### src/rtl/mdu_seq.sv
// Sequential RV32M multiply/divide unit: one MUL*/DIV*/REM* operation at a time.
// Latency: accept at edge N, oBusy after edges N..N+31, oDone pulse after edge N+32.
// Backpressure: iStart is ignored while busy; a new request may be issued in the DONE cycle.
//
// Ports:
//   iCLK      clock, rising edge
//   iRST      asynchronous active-low reset
//   iStart    request strobe, accepted in IDLE or DONE
//   iControl  5-bit ALU control code (OPMUL..OPREMU), latched on accept
//   iA, iB    rs1 / rs2 operands, latched on accept
//   oBusy     high while iterating
//   oDone     one-cycle completion pulse
//   oResult   32-bit result, held until the next completion
module mdu_seq (
  input  logic        iCLK,
  input  logic        iRST,
  input  logic        iStart,
  input  logic [4:0]  iControl,
  input  logic [31:0] iA,
  input  logic [31:0] iB,
  output logic        oBusy,
  output logic        oDone,
  output logic [31:0] oResult
);

  // ALU control codes shared with the combinational ALU (Parametros.v)
  localparam logic [4:0] OPMUL    = 5'd11;
  localparam logic [4:0] OPMULH   = 5'd12;
  localparam logic [4:0] OPMULHU  = 5'd13;
  localparam logic [4:0] OPMULHSU = 5'd14;
  localparam logic [4:0] OPDIV    = 5'd15;
  localparam logic [4:0] OPDIVU   = 5'd16;
  localparam logic [4:0] OPREM    = 5'd17;
  localparam logic [4:0] OPREMU   = 5'd18;

  typedef enum logic [1:0] {
    IDLE = 2'd0,
    CALC = 2'd1,
    DONE = 2'd2
  } state_t;

  // Which part of the finished datapath becomes oResult
  typedef enum logic [1:0] {
    SEL_PLO = 2'd0,
    SEL_PHI = 2'd1,
    SEL_QUO = 2'd2,
    SEL_REM = 2'd3
  } sel_t;

  state_t      state;
  state_t      state_nxt;
  logic        accept;

  // Latched operation context
  logic [4:0]  cnt;
  logic        div_r;
  sel_t        sel_r;
  logic        neg_q;       // negate product / quotient at the end
  logic        neg_r;       // negate remainder at the end
  logic        spec_r;      // result fixed at accept time
  logic [31:0] spec_res_r;

  // Shared iteration registers.
  // Multiply: {acc_hi, acc_lo} is the 64-bit product, acc_lo starts as the multiplier.
  // Divide:   acc_hi is the partial remainder, acc_lo shifts dividend out / quotient in.
  logic [31:0] acc_hi;
  logic [31:0] acc_lo;
  logic [31:0] opb;

  // ---------------------------------------------------------------------------
  // Request decode (only meaningful together with accept)
  // ---------------------------------------------------------------------------
  logic        dec_vld;
  logic        dec_div;
  logic        dec_a_sgn;
  logic        dec_b_sgn;
  sel_t        dec_sel;
  logic        a_neg;
  logic        b_neg;
  logic [31:0] a_mag;
  logic [31:0] b_mag;
  logic        spec_hit;
  logic [31:0] spec_res;

  always_comb begin
    dec_vld   = 1'b1;
    dec_div   = 1'b0;
    dec_a_sgn = 1'b0;
    dec_b_sgn = 1'b0;
    dec_sel   = SEL_PLO;
    case (iControl)
      OPMUL: begin
        dec_a_sgn = 1'b1;
        dec_b_sgn = 1'b1;
      end
      OPMULH: begin
        dec_a_sgn = 1'b1;
        dec_b_sgn = 1'b1;
        dec_sel   = SEL_PHI;
      end
      OPMULHSU: begin
        dec_a_sgn = 1'b1;
        dec_sel   = SEL_PHI;
      end
      OPMULHU: begin
        dec_sel   = SEL_PHI;
      end
      OPDIV: begin
        dec_div   = 1'b1;
        dec_a_sgn = 1'b1;
        dec_b_sgn = 1'b1;
        dec_sel   = SEL_QUO;
      end
      OPDIVU: begin
        dec_div   = 1'b1;
        dec_sel   = SEL_QUO;
      end
      OPREM: begin
        dec_div   = 1'b1;
        dec_a_sgn = 1'b1;
        dec_b_sgn = 1'b1;
        dec_sel   = SEL_REM;
      end
      OPREMU: begin
        dec_div   = 1'b1;
        dec_sel   = SEL_REM;
      end
      default: begin
        dec_vld   = 1'b0;
      end
    endcase
  end

  assign a_neg = dec_a_sgn & iA[31];
  assign b_neg = dec_b_sgn & iB[31];
  // -0x80000000 wraps to 0x80000000, which is the correct unsigned magnitude
  assign a_mag = a_neg ? (32'd0 - iA) : iA;
  assign b_mag = b_neg ? (32'd0 - iB) : iB;

  // Cases whose result is known up front. The unit still runs the full
  // iteration count so the timing never depends on the operands.
  always_comb begin
    spec_hit = 1'b0;
    spec_res = 32'd0;
    if (!dec_vld) begin
      spec_hit = 1'b1;
    end else if (dec_div && (iB == 32'd0)) begin
      spec_hit = 1'b1;
      spec_res = (dec_sel == SEL_QUO) ? 32'hFFFF_FFFF : iA;
    end else if (dec_div && dec_a_sgn &&
                 (iA == 32'h8000_0000) && (iB == 32'hFFFF_FFFF)) begin
      spec_hit = 1'b1;
      spec_res = (dec_sel == SEL_QUO) ? 32'h8000_0000 : 32'd0;
    end
  end

  // ---------------------------------------------------------------------------
  // One iteration step
  // ---------------------------------------------------------------------------
  logic [32:0] mul_sum;
  logic [32:0] div_shift;
  logic        div_ge;
  logic [31:0] div_diff;
  logic [31:0] hi_nxt;
  logic [31:0] lo_nxt;

  assign mul_sum   = {1'b0, acc_hi} + (acc_lo[0] ? {1'b0, opb} : 33'd0);
  assign div_shift = {acc_hi, acc_lo[31]};
  assign div_ge    = (div_shift >= {1'b0, opb});
  // When div_ge holds the true difference is below the divisor, so 32 bits suffice
  assign div_diff  = div_shift[31:0] - opb;

  always_comb begin
    if (div_r) begin
      hi_nxt = div_ge ? div_diff : div_shift[31:0];
      lo_nxt = {acc_lo[30:0], div_ge};
    end else begin
      hi_nxt = mul_sum[32:1];
      lo_nxt = {mul_sum[0], acc_lo[31:1]};
    end
  end

  // ---------------------------------------------------------------------------
  // Sign fix-up and result select, taken from the final step's values
  // ---------------------------------------------------------------------------
  logic [63:0] prod_raw;
  logic [63:0] prod_fix;
  logic [31:0] quo_fix;
  logic [31:0] rem_fix;
  logic [31:0] res_fin;

  assign prod_raw = {hi_nxt, lo_nxt};
  assign prod_fix = neg_q ? (64'd0 - prod_raw) : prod_raw;
  assign quo_fix  = neg_q ? (32'd0 - lo_nxt) : lo_nxt;
  assign rem_fix  = neg_r ? (32'd0 - hi_nxt) : hi_nxt;

  always_comb begin
    res_fin = 32'd0;
    case (sel_r)
      SEL_PLO: res_fin = prod_fix[31:0];
      SEL_PHI: res_fin = prod_fix[63:32];
      SEL_QUO: res_fin = quo_fix;
      SEL_REM: res_fin = rem_fix;
      default: res_fin = 32'd0;
    endcase
    if (spec_r) begin
      res_fin = spec_res_r;
    end
  end

  // ---------------------------------------------------------------------------
  // Control FSM
  // ---------------------------------------------------------------------------
  assign accept = iStart && ((state == IDLE) || (state == DONE));

  always_ff @(posedge iCLK or negedge iRST) begin
    if (!iRST) begin
      state <= IDLE;
    end else begin
      state <= state_nxt;
    end
  end

  always_comb begin
    state_nxt = state;
    oBusy     = 1'b0;
    oDone     = 1'b0;
    case (state)
      IDLE: begin
        if (iStart) begin
          state_nxt = CALC;
        end
      end
      CALC: begin
        oBusy = 1'b1;
        if (cnt == 5'd0) begin
          state_nxt = DONE;
        end
      end
      DONE: begin
        oDone     = 1'b1;
        state_nxt = iStart ? CALC : IDLE;
      end
      default: begin
        state_nxt = IDLE;
      end
    endcase
  end

  // ---------------------------------------------------------------------------
  // Datapath registers
  // ---------------------------------------------------------------------------
  always_ff @(posedge iCLK or negedge iRST) begin
    if (!iRST) begin
      cnt        <= 5'd0;
      div_r      <= 1'b0;
      sel_r      <= SEL_PLO;
      neg_q      <= 1'b0;
      neg_r      <= 1'b0;
      spec_r     <= 1'b0;
      spec_res_r <= 32'd0;
      acc_hi     <= 32'd0;
      acc_lo     <= 32'd0;
      opb        <= 32'd0;
      oResult    <= 32'd0;
    end else if (accept) begin
      cnt        <= 5'd31;
      div_r      <= dec_div;
      sel_r      <= dec_sel;
      neg_q      <= a_neg ^ b_neg;
      neg_r      <= a_neg;
      spec_r     <= spec_hit;
      spec_res_r <= spec_res;
      acc_hi     <= 32'd0;
      acc_lo     <= a_mag;
      opb        <= b_mag;
    end else if (state == CALC) begin
      acc_hi <= hi_nxt;
      acc_lo <= lo_nxt;
      // cnt==0 marks the 32nd step; its result is committed on this same edge
      if (cnt == 5'd0) begin
        oResult <= res_fin;
      end else begin
        cnt <= cnt - 5'd1;
      end
    end
  end

endmodule

### config.mk
export PLATFORM = sky130hd
export DESIGN_NAME = mdu_seq
export DESIGN_NICKNAME = d
export VERILOG_FILES = /design/src/rtl/mdu_seq.sv
export SDC_FILE = /design/constraint.sdc
export NUM_CORES = 1
export LEC_CHECK = 0
export ABC_AREA = 1
export BUFFER_PORTS_ARGS = -buffer_cell sky130_fd_sc_hd__buf_2
export CORE_MARGIN = 4
export CORE_UTILIZATION = 25
export CTS_BUF_LIST = sky130_fd_sc_hd__clkbuf_8
export DETAILED_ROUTE_END_ITERATION = 10
export GPL_ROUTABILITY_DRIVEN = 0
export HOLD_SLACK_MARGIN = 0.02
export PLACE_DENSITY = 0.45
export RECOVER_POWER = 50
export SLEW_MARGIN = 20
export SYNTH_ARGS = -nofsm -noshare
export SYNTH_HDL_FRONTEND = slang
export SYNTH_SLANG_ARGS = --single-unit
### constraint.sdc
create_clock -name iCLK -period 4.8 [get_ports iCLK]
set_input_delay 0.48 -clock iCLK [delete_from_list [all_inputs] [get_ports iCLK]]
set_output_delay 0.48 -clock iCLK [all_outputs]
set_load 0.05 [all_outputs]
==> run metrics <==
prevailing post-synth register cell dfrtp_1; async set-or-reset flop fraction in the synthesized netlist 100%; Fill cells around 8.3k; Fin. Hold Viols 0; CP max stage cell dfrtp_1; syn_area_per_cell 5.96 um^2; RSZ-0062 raised after global routing no; Least-Margin Pin Slew 2470 ps; worst path buffer plus inverter count 1; GRT overflow 0; Max Cap Viol 3; Post-layout nets ~3.3k; Synth top cells by count nand2_1 (885), inv_1 (419), nor2_1 (300); final core utilization 28.1%; die area 77000 um^2; DRT Pass-1 Iters 6; area of the multi-input gates between 10000 and 15000 um^2; sequential share of the synthesized area 23.8%; crit-path max FO 7; failing checks max-capacitance violations, max-slew violations; Distinct cells, synth 52; max-slew violations 176; Bufs on Longest Clock Path 2; most common cell in the netlist nand2_1; H-tree depth 4; Initial Utilization 25.3%; DP Area 19700 um^2; clock tree root buffer cell clkbuf_8; fmax 235 MHz; largest net degree at the start of global routing 86; total core area 71700 um^2; die width 278 um; Fin Setup TNS 0 ps; number of synthesized register bits 173; Vias 19.9k; Top delay family on crit path simple AND/OR/NAND/NOR gates; Synth-to-Final Area Change 10.9%; status finished, violations left; Die H 278 um; initial antenna violation count 3; post-route minimum period 4250 ps; max incr delay on CP ~460 ps; Syn Inst Count between 3k and 4k; Worst Skew 35.9 ps; I/O pins 106; # rows 98; final wirelength 80.9 mm; Finished Layout Cells between 4k and 5k; DP HPWL 64.8 mm; Storage cell area roughly 4300 um^2; critical path arrival 4800 ps; Synthesized Nets 3191; Req. time, crit path roughly 5400 ps; Yosys top cell area share 23.8%; Synth area leader dfrtp_1; layout cells sized above 1 9.39%; CTS tree done; DRC violation total after the first TritonRoute iteration 1858; CP endpoint kind register; mapped cell area ~18000 um^2; post-placement cell count a little over 4k; Yosys warning count 0; DR vias/cell 4.90; vias in the first global route 19.1k; drt wl/cell 19.9 um; CP Launch Type register; Synth area leaders dfrtp_1 (24%), nand2_1 (18%), inv_1 (8.7%); Clock transition at path regs 130 ps; crit share post-route 88.5%; number of routed nets with antenna violations 0; Max-slew headroom -64.9%; Post-synth EDFFs 0; final instance area 20100 um^2; Setup CP Type reg -> reg; first-pass GRT wire length about 120 mm; Sink Count 173; CTS Buf Count 17; # port buffers between 100 and 150; final setup fails 0; clock latency on the worst-skew pair 600 ps; Worst Hold Class in -> reg; GRT Overall Usage 20.6%; cell mode on critical path nand2_1; post-route DRC violation count 0
## kinds of logic after synthesis
kind of cell | after synthesis | synth area share [%]
buf+inv | 545 | 11.8
simple gates | 1666 | 40.1
fa+ha+maj | 73 | 5.11
flops | 173 | 23.8
compound gates | 500 | 14.9
xor+xnor | 89 | 4.29
## worst min-delay path, cell delays in order
cell and delay (ps):
buf_2 90, nor2_1 50, o22ai_1 110
## metal layers
metal  routed length, um  track usage [%]  up-vias
met5                   0                0        -
met4                1810             5.51        0
met3                3830             2.70       79
met2               37600             34.0      547
met1               37700             28.4     9350
li1                    -                -     9961
## worst paths after layout
| check | endpoint | slack [ps] | startpoint | cells after the start |
|---|---|---|---|---|
| setup / recovery | oResult[10] | 550 | acc_hi[1] | 30 |
| hold / removal | spec_res_r[30] | 190 | iA[30] | 3 |
| setup reg to reg | oResult[10] | 550 | acc_hi[1] | 30 |
| hold reg to reg | oResult[29] | 490 | oResult[29] | 2 |
| max in group asynchronous | opb[6] | 1180 | iRST | 3 |
| min in group asynchronous | spec_res_r[28] | 1140 | iRST | 2 |
## area by class of cell
class | instances | area share [%]
repair buffers | 148 | 4.15
multi-input cells | 2328 | 58.2
diodes | 1 | 0.0124
clock buffers | 17 | 1.16
well taps | 950 | 5.90
flip-flops and latches | 173 | 21.5
inverters | 438 | 8.16
clock inverters | 15 | 0.925
## timing repair
| action | 4_1_cts | 5_1_grt |
|---|---|---|
| hold endpoints to repair | 82 | 0 |
| setup endpoints to repair | 0 | 6 |
| setup buffers | 0 | 0 |
| resized for setup | 0 | 4 |
| hold buffers | 1 | 0 |
## stage by stage
stage / setup WS [ps] / hold WS, ps
finish: 550 / 193
global route: 42.3 / 189
CTS: 333 / 108
detailed placement: 343 / 465
global placement: 320 / 464
floorplan: 1250 / 184
## registers in the layout, summed over array words and instances, names as in the netlist, 2 cells and up
| register | cells |
|---|---|
| cnt | 5 |
| spec_res_r | 32 |
| sel_r | 2 |
| acc_hi | 32 |
| opb | 32 |
| oResult | 32 |
| acc_lo | 32 |
| state | 2 |
## placed cells by master, fill, tap and decap left out, drive strengths merged, types with 29 or more instances in the layout
cell type / instances
nand2: 913
inv: 442
nor2: 336
nand3: 281
o21ai: 254
dfrtp: 173
a21oi: 154
buf: 128
ha: 71
xor2: 60
o22ai: 59
nand4: 54
nor3: 38
clkbuf: 36
xnor2: 29
Power is not shown: default switching activity piles up to over one toggle a cycle in this logic, so the estimate is an artifact.
